File: src/rtl/pc_fetch_unit.sv
// -----------------------------------------------------------------------------
// pc_fetch_unit
//
// Program-counter register plus a small instruction-fetch sequencer.
//
//  * PC is written from newPC on PCWrite, or on PCWriteCond when Zero is set.
//    A PC write is allowed at any time, including while a fetch is in flight.
//  * On fetchStart (sampled in IDLE, or in FAULT when the timeout feature is
//    built in), the current PC is latched into imemAddr. The fetch then waits
//    in REQ for imemAck. When the ack arrives, the returned word is latched
//    into IR and irValid pulses for one cycle.
//
// Optional feature, enabled by defining FETCH_TIMEOUT_EN:
//  A REQ that sees no ack for TIMEOUT cycles moves to FAULT, drops imemReq and
//  raises the sticky fetchFault flag. fetchStart in FAULT clears the flag and
//  reissues the fetch at the current PC. Without the macro there is no
//  counter and no FAULT state, and fetchFault is tied to 0.
//
// Handshake (imem side): imemReq is held high for the whole REQ state, and
// imemAddr stays stable while imemReq=1. The transfer happens on the rising
// edge where imemReq=1 and imemAck=1. imemAck outside REQ is ignored.
//
// Parameters:
//  ADDR_W    width of PC, newPC, imemAddr, imemData, IR
//  RESET_PC  PC (and imemAddr) value after reset
//  TIMEOUT   REQ cycles without ack before a fault (FETCH_TIMEOUT_EN only)
//
// Ports:
//  clk, rst_n             clock (rising edge), async active-low reset
//  newPC                  next PC from the PC-source mux
//  PCWrite                unconditional PC write enable
//  PCWriteCond, Zero      branch PC write enable, qualified by Zero
//  fetchStart             start a fetch at the current PC
//  imemAck, imemData      instruction memory ack and read data
//  imemReq, imemAddr      instruction memory request and address
//  PC, IR                 program counter and instruction register
//  irValid                one-cycle pulse: IR updated this cycle
//  fetchBusy              state is not IDLE
//  fetchFault             fetch timeout flag
// -----------------------------------------------------------------------------
module pc_fetch_unit #(
    parameter int                 ADDR_W   = 32,
    parameter logic [ADDR_W-1:0]  RESET_PC = '0,
    parameter int                 TIMEOUT  = 16
) (
    input  logic              clk,
    input  logic              rst_n,
    input  logic [ADDR_W-1:0] newPC,
    input  logic              PCWrite,
    input  logic              PCWriteCond,
    input  logic              Zero,
    input  logic              fetchStart,
    input  logic              imemAck,
    input  logic [ADDR_W-1:0] imemData,
    output logic              imemReq,
    output logic [ADDR_W-1:0] imemAddr,
    output logic [ADDR_W-1:0] PC,
    output logic [ADDR_W-1:0] IR,
    output logic              irValid,
    output logic              fetchBusy,
    output logic              fetchFault
);

`ifdef FETCH_TIMEOUT_EN
    typedef enum logic [1:0] {
        IDLE  = 2'd0,
        REQ   = 2'd1,
        FAULT = 2'd2
    } state_t;
`else
    typedef enum logic [1:0] {
        IDLE  = 2'd0,
        REQ   = 2'd1
    } state_t;
`endif

    state_t state, state_next;

    logic              pc_we;
    logic              start_fetch;
    logic              complete;

    logic [ADDR_W-1:0] pc_q;
    logic [ADDR_W-1:0] addr_q;
    logic [ADDR_W-1:0] ir_q;
    logic              ir_valid_q;

`ifdef FETCH_TIMEOUT_EN
    localparam int                CNT_W     = $clog2(TIMEOUT + 1);
    localparam logic [CNT_W-1:0]  TIMEOUT_C = CNT_W'(TIMEOUT);

    logic [CNT_W-1:0] cnt_q;
    logic [CNT_W-1:0] cnt_plus;
    logic             cnt_inc;
    logic             fault_set;
    logic             fault_clr;
    logic             fault_q;

    assign cnt_plus = cnt_q + 1'b1;
`endif

    assign pc_we = PCWrite | (PCWriteCond & Zero);

    // -------------------------------------------------------------------------
    // FSM state register
    // -------------------------------------------------------------------------
    always_ff @(posedge clk or negedge rst_n) begin
        if (!rst_n) begin
            state <= IDLE;
        end else begin
            state <= state_next;
        end
    end

    // -------------------------------------------------------------------------
    // FSM next-state and control decode
    // -------------------------------------------------------------------------
    always_comb begin
        state_next  = state;
        start_fetch = 1'b0;
        complete    = 1'b0;
`ifdef FETCH_TIMEOUT_EN
        cnt_inc     = 1'b0;
        fault_set   = 1'b0;
        fault_clr   = 1'b0;
`endif
        case (state)
            IDLE: begin
                if (fetchStart) begin
                    start_fetch = 1'b1;
                    state_next  = REQ;
                end
            end
            REQ: begin
                // An ack always completes the fetch, even on the cycle the
                // timeout count would expire.
                if (imemAck) begin
                    complete   = 1'b1;
                    state_next = IDLE;
                end
`ifdef FETCH_TIMEOUT_EN
                else if (cnt_plus == TIMEOUT_C) begin
                    fault_set  = 1'b1;
                    state_next = FAULT;
                end else begin
                    cnt_inc = 1'b1;
                end
`endif
            end
`ifdef FETCH_TIMEOUT_EN
            FAULT: begin
                if (fetchStart) begin
                    start_fetch = 1'b1;
                    fault_clr   = 1'b1;
                    state_next  = REQ;
                end
            end
`endif
            default: begin
                state_next = IDLE;
            end
        endcase
    end

    // -------------------------------------------------------------------------
    // PC register: independent of the fetch sequencer
    // -------------------------------------------------------------------------
    always_ff @(posedge clk or negedge rst_n) begin
        if (!rst_n) begin
            pc_q <= RESET_PC;
        end else if (pc_we) begin
            pc_q <= newPC;
        end
    end

    // -------------------------------------------------------------------------
    // Fetch datapath
    // -------------------------------------------------------------------------
    always_ff @(posedge clk or negedge rst_n) begin
        if (!rst_n) begin
            addr_q     <= RESET_PC;
            ir_q       <= '0;
            ir_valid_q <= 1'b0;
        end else begin
            // pc_q here is the value before any PC write on this same edge,
            // so a fetch started together with a PC write uses the old PC.
            if (start_fetch) begin
                addr_q <= pc_q;
            end
            if (complete) begin
                ir_q <= imemData;
            end
            ir_valid_q <= complete;
        end
    end

`ifdef FETCH_TIMEOUT_EN
    always_ff @(posedge clk or negedge rst_n) begin
        if (!rst_n) begin
            cnt_q   <= '0;
            fault_q <= 1'b0;
        end else begin
            if (start_fetch) begin
                cnt_q <= '0;
            end else if (cnt_inc) begin
                cnt_q <= cnt_plus;
            end
            if (fault_set) begin
                fault_q <= 1'b1;
            end else if (fault_clr) begin
                fault_q <= 1'b0;
            end
        end
    end

    assign fetchFault = fault_q;
`else
    assign fetchFault = 1'b0;
`endif

    // imemReq comes straight from the state register, so an async reset
    // drops it immediately.
    assign imemReq   = (state == REQ);
    assign fetchBusy = (state != IDLE);
    assign imemAddr  = addr_q;
    assign PC        = pc_q;
    assign IR        = ir_q;
    assign irValid   = ir_valid_q;

endmodule
File: config.mk
export PLATFORM = sky130hd
export DESIGN_NAME = pc_fetch_unit
export DESIGN_NICKNAME = d
export VERILOG_FILES = /design/src/rtl/pc_fetch_unit.sv
export SDC_FILE = /design/constraint.sdc
export NUM_CORES = 1
export LEC_CHECK = 0
export BUFFER_PORTS_ARGS = -buffer_cell sky130_fd_sc_hd__buf_4
export CAP_MARGIN = 40
export CORE_AREA = 2 2 104 131
export CTS_CLUSTER_SIZE = 8
export DETAILED_ROUTE_END_ITERATION = 10
export DIE_AREA = 0 0 106 133
export GPL_ROUTABILITY_DRIVEN = 0
export HOLD_SLACK_MARGIN = 0.06
export PLACE_DENSITY = 0.58
export SLEW_MARGIN = 5
export SYNTH_ARGS = -nofsm -noshare
export SYNTH_HDL_FRONTEND = slang
export SYNTH_SLANG_ARGS = --single-unit
File: constraint.sdc
create_clock -name clk -period 1.6 [get_ports clk]
set_input_delay 0.32 -clock clk [delete_from_list [all_inputs] [get_ports clk]]
set_output_delay 0.32 -clock clk [all_outputs]
set_load 0.01 [all_outputs]
==> impl_metrics.tcl, run 1 <==
set metrics [dict create \
    drtIter0Drc 42 \
    max_slew_violation_count 0 \
    seq_power_share_pct 44.3 \
    edff_count_synth 0 \
    post_cts_resized 0 \
    cts_made_buffers 9 \
    setup_repair_after_global_routing_missed_its_margin "false" \
    library_cell_with_the_highest_instance_count_after_synthesis "dfrtp_1" \
    cts_tree "built" \
    p_clk_share_pct 27.8 \
    crit_path_cell_trace "nand2b_4 -> buf_12 -> mux2_2" \
    fp-row-count 47 \
    synth_area_leaders "dfrtp_1, mux2_2, mux2_4" \
    fraction_of_the_yosys_area_taken_by_sequential_cells_pct 64.79 \
    total_inserted_antenna_cells 0 \
    synth_largest_area_cell "dfrtp_1" \
    timing.setup.critical_path_class "reg2reg" \
    clk_root_buffer_cell "clkbuf_16" \
    hold_viol 0 \
    postLayoutCellArea_sq_um 5575 \
    clkTransAtPathRegs_ps 60 \
    design.portCount 171 \
    first_global_vias 2580 \
    die_width_microns 106 \
    power.share.combinational_pct 27.9 \
    dpl_cell_area_sq_um 5278 \
    syn_nets 284 \
    netlist_cell_types 13 \
    cp_data_arrival_time_ps 1580 \
    synth.cell_area_sq_um 3785 \
    min_period_ps 1364 \
    cellPowerDensity_nw_per_um2 1343 \
    postRouteWirelength_mm 8.237 \
    syn-instance-count 213 \
    post-synth-top-area-fraction_pct 64.79 \
    worstSkewPairLatency_ps 330 \
    start_kind "register" \
    avgSynthCellArea_sq_um 17.77 \
    fraction_of_registers_with_async_set_reset_pct 100.0 \
    drv_cap 0 \
    cpLargestDelayFamily "flip-flops" \
    power_switching_share_pct 26.22 \
    finClkSkew_ps 5.888 \
    predominant_post_synthesis_flop_cell "dfrtp_1" \
    layout-area-overhead-vs-synth_pct 47.31 \
    finalCritPeriodShare_pct 85.27 \
    crit_end_element "register" \
    dpl.hpwl_mm 6.009 \
    die_area_sq_um 14100 \
    number_of_antenna_violations_at_the_first_check_in_global_routing 0 \
    start_util_pct 29.12 \
    clock-sinks 98 \
    detail_route.drc_violations 0 \
    critPathBufInv 1 \
    power.ir.vdd_worst_mv 0.5092 \
    worst-path-max-fanout 32 \
    intPower_mw 5.524 \
    vias 2385 \
    switchingPower_mw 1.963 \
    timing.final.setup_violations 0 \
    grt_first_pass_wirelength_mm 13.25 \
    timing.hold.worst.class "in2reg" \
    clock_tree.htree_level_count 3 \
    grt_util_all_layers_pct 11.90 \
    drtPass1Iterations 2 \
    grt_max_degree 41 \
    port_buffers 169 \
    postCtsSetupBuffers 0 \
    yosys_warnings 0 \
    wl_per_cell_microns 14.63 \
    proportion_of_layout_cells_with_a_drive_suffix_above_1_pct 72.70 \
    synth_common_cells "dfrtp_1, mux2_2, mux2_4" \
    timing.fmax_mhz 733.0 \
    grt.overflow.total 0 \
    core_region_area_sq_um 13000 \
    clk_path_buf_depth 2 \
    outcome "finished, final reports clean" \
    worst_endpoint_required_time_ps 1810 \
    leakage_nw 2.705 \
    cp_slowest_cell "dfrtp_1" \
    detail-route-antenna-nets 0 \
    power_mw 7.488 \
    fin_setup_tns_ps 0 \
    vertical_die_dimension_microns 133 \
    final_net_count 458 \
    flops_latches_synth 98 \
    critical_path.max_stage_delay_ps 430 \
    drt-vias-per-instance 4.236 \
]
## stage by stage
step,setup WS [ps],cells,utilization (%),hold slack [ps]
finish,235.8,563,42.90,174.6
global route,174.2,563,42.90,167.9
CTS,241.0,563,42.90,159.4
detailed placement,256.5,546,40.61,247.4
global placement,275.0,546,40.61,242.7
floorplan,323.6,213,-,24.41
## final cells by class
class                   count  area [sq um]
fillers                  1221          7421
repair buffers            175          1379
flip-flops and latches     98          2452
clock buffers              11         232.7
well taps                 171         214.0
clock inverters             5         55.05
inverters                   2         7.507
multi-input cells         101          1235
## layout by cell type, fill, tap and decap left out, drive strengths merged, types with 2 or more instances in the layout
cell type and count:
buf 174, dfrtp 98, mux2 96, clkbuf 11
inv 2, clkinv 2, clkinvlp 2
## layer usage
| metal | track usage (%) | share of wire, % |
|---|---|---|
| met4 | 4.240 | 1.4 |
| met1 | 13.89 | 38 |
| met2 | 20.14 | 53 |
| met5 | 0 | 0 |
| met3 | 4.286 | 7.6 |
## path summary, 6_finish.rpt
path,startpoint,to,slack (ps),cells after the start
min in group asynchronous,rst_n,imemAddr[18],430,2
hold reg to reg,IR[29],IR[29],510,1
setup reg to reg,state[0],imemAddr[1],240,3
setup / recovery,state[0],imemAddr[1],240,3
hold / removal,imemAck,state[0],170,2
max in group asynchronous,rst_n,IR[11],640,3
## flip-flops by register name, summed over array words and instances (netlist names)
name / count
irValid: 1
imemAddr: 32
IR: 32
state: 1
PC: 32
## repair_timing
| action | in CTS | in global routing |
|---|---|---|
| setup endpoints to repair | 0 | 0 |
| hold buffers | 1 | 0 |
| endpoints found under the hold margin | 21 | 0 |
## power groups by stage
stage | Combinational [mW] | Clock [mW] | Sequential, mW
5_1_grt | 2.24 | 2.30 | 3.39
6_report | 2.09 | 2.08 | 3.32
3_5_place_dp | 2.13 | 0 | 3.37
3_3_place_gp | 2.10 | 0 | 3.35
4_1_cts | 2.14 | 2.18 | 3.33
2_1_floorplan | 0.746 | 0 | 3.56
## cells by family (layout without fill, tap and decap cells)
logic type      Yosys count  in the layout  synth area share, %
flops                    98             98                64.79
simple gates              2              2               0.5289
mux                      96             96                31.44
compound gates            2              2               0.3636
other cells               1              1              0.09908
buf+inv                  14            193                2.777
No activity file was read; power rests on OpenSTA's default activity.
==> run 2, diff against run 1 <==
--- a/config.mk
+++ b/config.mk
@@ -7,10 +7,10 @@
 export LEC_CHECK = 0
 export BUFFER_PORTS_ARGS = -buffer_cell sky130_fd_sc_hd__buf_4
 export CAP_MARGIN = 40
-export CORE_AREA = 2 2 104 131
+export CORE_AREA = 2 2 116 118
 export CTS_CLUSTER_SIZE = 8
 export DETAILED_ROUTE_END_ITERATION = 10
-export DIE_AREA = 0 0 106 133
+export DIE_AREA = 0 0 118 120
 export GPL_ROUTABILITY_DRIVEN = 0
 export HOLD_SLACK_MARGIN = 0.06
 export PLACE_DENSITY = 0.58
==> run 2 against run 1 <==
Die area up 0.44%. Global-route usage up 0.28 points. Final area up 1.1%. Clock skew down 1.9 ps. Critical path type unchanged. Maximum frequency up 7.0%. Hold slack better by 12 ps. Wire length up 1.3%. Sequential share of layout area down 0.50 points. Worst setup slack better by 89 ps. Via count up 1.8%. Non-clock buffer count up 2. Flip-flop and latch count unchanged.
==> impl_metrics.tcl, run 2 (same netlist as run 1, synthesis figures left out) <==
set metrics [dict create \
    timing.final.setup_violations 0 \
    setup_repair_after_global_routing_missed_its_margin "false" \
    start_kind "register" \
    detail-route-antenna-nets 0 \
    drv_cap 0 \
    postCtsSetupBuffers 0 \
    cp_slowest_cell "dfrtp_1" \
    total_inserted_antenna_cells 0 \
    fill_cell_instance_count_of_the_final_layout 1198 \
    crit_end_element "register" \
    cpLargestDelayFamily "flip-flops" \
    power.ir.vdd_worst_mv 0.6265 \
    detail_route.drc_violations 0 \
    grt.overflow.total 0 \
    postRouteWirelength_mm 8.343 \
    clk_path_buf_depth 2 \
    critical_path.max_stage_delay_ps 440 \
    power_mw 7.677 \
    vias 2427 \
    outcome "finished, final reports clean" \
    worst-path-max-fanout 16 \
    cellPowerDensity_nw_per_um2 1361 \
    wl_per_cell_microns 14.64 \
    grt_util_all_layers_pct 12.18 \
    number_of_antenna_violations_at_the_first_check_in_global_routing 0 \
    clock_tree.htree_level_count 3 \
    design.portCount 171 \
    timing.hold.worst.class "in2reg" \
    timing.fmax_mhz 784.1 \
    clock-sinks 98 \
    core_region_area_sq_um 12980 \
    cts_made_buffers 9 \
    hold_viol 0 \
    max_slew_violation_count 0 \
    clk_root_buffer_cell "clkbuf_16" \
    post_cts_resized 0 \
    timing.setup.critical_path_class "reg2reg" \
    fin_setup_tns_ps 0 \
    timing.rr.start "state[0]" \
    fp-row-count 42 \
    finalCritPeriodShare_pct 79.71 \
    dpl.hpwl_mm 5.971 \
    critPathBufInv 1 \
    grt_first_pass_wirelength_mm 13.22 \
    mostFrequentLayoutCells "buf_4, dfrtp_1, mux2_2, mux2_4, clkbuf_16" \
    grt_max_degree 38 \
    final_net_count 460 \
    clkTransAtPathRegs_ps 60 \
    die_area_sq_um 14160 \
    most_frequent_standard_cell_in_the_layout_excluding_fill_and_tap_cells "buf_4" \
    port_buffers 169 \
    cp_data_arrival_time_ps 1500 \
    hold_bufs_inserted_after_cts 1 \
    startpoint "state[0]" \
    first_global_vias 2556 \
    proportion_of_layout_cells_with_a_drive_suffix_above_1_pct 72.84 \
    min-delay-start "imemAck" \
    worst_endpoint_required_time_ps 1830 \
    finClkSkew_ps 3.963 \
    vertical_die_dimension_microns 120 \
    leakage_nw 2.740 \
    crit_path_cell_trace "nand2b_4 -> buf_12 -> mux2_2" \
    min_period_ps 1275 \
    cts_tree "built" \
    drtIter0Drc 61 \
    drt-vias-per-instance 4.258 \
    layout-area-overhead-vs-synth_pct 48.99 \
    die_width_microns 118 \
    worstSkewPairLatency_ps 340 \
    start_util_pct 29.16 \
    drtPass1Iterations 3 \
]
==> run 2: changes by cell type in the layout (fill, tap and decap cells not counted) <==
cell / change
clkbuf_8: +4
clkinv_2: -2
clkinvlp_4: -2
buf_12: +1
buf_4: +1
==> run 2: where the power goes <==
part	total [mW]	internal (mW)	switching [mW]
Sequential	3.31	3.00	0.313
Combinational	2.10	1.33	0.775
Clock	2.26	1.38	0.876
Total	7.68	5.71	1.96
==> run 2: final timing paths <==
path / cells after the start / to / slack (ps)
min reg2reg: 1 / IR[21] / 510
max reg2reg: 3 / imemAddr[31] / 320
min: 2 / state[0] / 190
max in group asynchronous: 3 / IR[5] / 570
max: 3 / imemAddr[31] / 320
min in group asynchronous: 2 / imemAddr[15] / 470
==> run 2: per-stage QoR <==
stage,cell area (sq um),instances,utilization (%),hold WS [ps],worst slack (ps)
global placement,5311,553,40.92,301.3,281.4
CTS,5639,570,43.45,168.7,301.7
floorplan,3785,213,-,24.41,323.6
global route,5639,570,43.45,185.6,274.4
finish,5639,570,43.45,186.2,324.6
detailed placement,5311,553,40.92,308.5,262.3
==> run 2: final cells by class <==
cell class	instances	area, sq um	area share (%)
Sequential cell	98	2452	43.49
Tap cell	176	220.2	3.905
Clock buffer	15	287.8	5.103
Multi-Input combinational cell	101	1235	21.90
Timing Repair Buffer	177	1406	24.94
Inverter	2	7.507	0.1331
Clock inverter	1	30.03	0.5325
==> run 2: routing by layer <==
layer	vias up	share of wire, %	track usage (%)
met5	-	0	0
met4	0	2.3	6.777
met3	11	9.0	4.990
met2	108	46	17.91
met1	1216	43	15.16
li1	1092	-	-
==> run 3, diff against run 2 <==
--- a/config.mk
+++ b/config.mk
@@ -13,7 +13,7 @@
 export DIE_AREA = 0 0 118 120
 export GPL_ROUTABILITY_DRIVEN = 0
 export HOLD_SLACK_MARGIN = 0.06
-export PLACE_DENSITY = 0.58
+export PLACE_DENSITY = 0.6
 export SLEW_MARGIN = 5
 export SYNTH_ARGS = -nofsm -noshare
 export SYNTH_HDL_FRONTEND = slang
==> constraint.sdc (replaced) <==
create_clock -name clk -period 1.08 [get_ports clk]
set_input_delay 0.216 -clock clk [delete_from_list [all_inputs] [get_ports clk]]
set_output_delay 0.216 -clock clk [all_outputs]
set_load 0.01 [all_outputs]
==> run 3 against run 2 <==
Clock-buffer cell count stayed put. Combinational power rose by 110%. Critical path depth did not move. Via count up 11%. First-iteration DRC count up 74%. The run now ends with setup timing left.
==> impl_metrics.tcl, run 3 (same netlist as run 1, synthesis figures left out) <==
set metrics [dict create \
    timing.setup.critical_path_class "reg2reg" \
    hold_viol 0 \
    core_region_area_sq_um 12980 \
    cellPowerDensity_nw_per_um2 1911 \
    min_period_ps 1239 \
    port_buffers 169 \
    seq_power_share_pct 39.8 \
    max_slew_violation_count 0 \
    finalCoreUtilization_pct 50.90 \
    fp-row-count 42 \
    crit_end_element "register" \
    final-seq-area_sq_um 2454 \
    cts_made_buffers 9 \
    crit-reg2reg-capture "imemAddr[11]" \
    design.portCount 171 \
    start_util_pct 29.16 \
    clkTransAtPathRegs_ps 60 \
    grt_util_all_layers_pct 13.32 \
    clock_tree.htree_level_count 3 \
    least_setup_slack_across_all_paths_after_layout_ps -159.1 \
    timing.hold.worst.class "in2reg" \
    start_kind "register" \
    timing.reg2reg.setup_slack_ps -160 \
    postRouteWirelength_mm 9.410 \
    crit_path_cell_trace "nand2b_4 -> clkbuf_16 -> mux2_4" \
    power_mw 12.62 \
    die_width_microns 118 \
    intPower_mw 9.378 \
    mostFrequentLayoutCells "buf_4, buf_6, dfrtp_1, mux2_2, mux2_4" \
    worst-r2r-cell-count 3 \
    detail-route-antenna-nets 0 \
    p_clk_share_pct 25.0 \
    timing.hold.worst_endpoint "PC[28]" \
    drtPass1Iterations 3 \
    timing.rr.start "state[0]" \
    hold_path_depth 2 \
    critical_path.max_stage_delay_ps 430 \
    dpl_cell_area_sq_um 5350 \
    vias 2687 \
    postLayoutCellArea_sq_um 6606 \
    layout-area-overhead-vs-synth_pct 74.55 \
    multiInputGateArea_sq_um 1242 \
    power_switching_share_pct 25.70 \
    drtIter0Drc 106 \
    fill_cell_instance_count_of_the_final_layout 1091 \
    violated_checks "setup timing" \
    finClkSkew_ps 4.132 \
    drt-vias-per-instance 4.166 \
    worstSkewPairLatency_ps 340 \
    total_inserted_antenna_cells 0 \
    leakage_nw 3.242 \
    pre_cts_slack_ps -143.2 \
    power.ir.vdd_worst_mv 0.7765 \
    detail_route.drc_violations 0 \
    clk_root_buffer_cell "clkbuf_16" \
    vertical_die_dimension_microns 120 \
    proportion_of_layout_cells_with_a_drive_suffix_above_1_pct 77.40 \
    outcome "finished, violations left" \
    finalCritPeriodShare_pct 114.7 \
    drv_cap 0 \
    cp_data_arrival_time_ps 1460 \
    first_global_vias 2826 \
    min-delay-start "newPC[28]" \
    die_area_sq_um 14160 \
    timing.final.setup_violations 82 \
    grt_max_degree 54 \
    grt_first_pass_wirelength_mm 14.61 \
    grt.overflow.total 0 \
    number_of_antenna_violations_at_the_first_check_in_global_routing 0 \
    cts_tree "built" \
    final_net_count 535 \
    switchingPower_mw 3.244 \
    dpl.hpwl_mm 6.188 \
    cp_slowest_cell "dfrtp_2" \
    clock-sinks 98 \
    timing.fmax_mhz 807.1 \
    most_frequent_standard_cell_in_the_layout_excluding_fill_and_tap_cells "buf_4" \
    setup_repair_after_global_routing_missed_its_margin "true" \
    power.share.combinational_pct 35.2 \
    worst-path-max-fanout 7 \
    wl_per_cell_microns 14.59 \
    clk_path_buf_depth 2 \
    worst_endpoint_required_time_ps 1300 \
]
run 3: stage by stage:
step	hold WS, ps	std cells	TNS [ps]
global route	76.63	645	-13770
floorplan	-79.59	213	-7494
finish	91.94	645	-7684
CTS	69.87	621	-9243
detailed placement	219.0	558	-9578
global placement	220.8	558	-7670
run 3: worst max-delay path by stage:
stage	from	endpoint	slack, ps	cells after the start
finish	state[0]	imemAddr[11]	-160	3
global placement	PCWriteCond	PC[21]	-130	4
floorplan	state[0]	imemAddr[10]	-170	4
global route	state[0]	imemAddr[11]	-200	3
CTS	state[0]	fetchBusy	-170	2
detailed placement	PCWriteCond	PC[19]	-140	4
run 3: cell type report:
| cell class | count | share of cell area [%] |
|---|---|---|
| clock buffers | 15 | 4.508 |
| clock inverters | 1 | 0.07576 |
| inverters | 2 | 0.1136 |
| multi-input cells | 101 | 18.81 |
| flip-flops and latches | 98 | 37.14 |
| well taps | 176 | 3.333 |
| repair buffers | 252 | 36.02 |
run 3: routing by layer:
layer  up-vias  GRT usage, %  routed length (microns)
li1       1248             -                        -
met1      1333         16.49                     3888
met2        97         21.69                     4800
met3         9         4.705                      607
met4         0         4.518                      114
met5         -             0                        0
run 3: critical path: cells and delay by family, from the launching register on:
kind | cells | cell delay (ps)
buffers and inverters | 1 | 200
flip-flops | 1 | 430
multiplexers | 1 | 290
AND/OR/NAND/NOR | 1 | 210
run 3: what timing repair did:
action                     CTS  global route
hold endpoints to repair    99             0
gates resized for setup    103             3
hold buffers                 2             0
setup endpoints to repair  162           163
buffers inserted            45            23
gates cloned                 0             1
run 3: power groups by stage:
stage | registers (mW) | logic [mW] | clock network [mW]
final | 5.02 | 4.44 | 3.16
after floorplan | 5.27 | 1.12 | 0
after detailed placement | 4.97 | 3.22 | 0
after global routing | 5.11 | 4.72 | 3.44
after global placement | 4.94 | 3.19 | 0
after CTS | 5.02 | 4.15 | 3.30
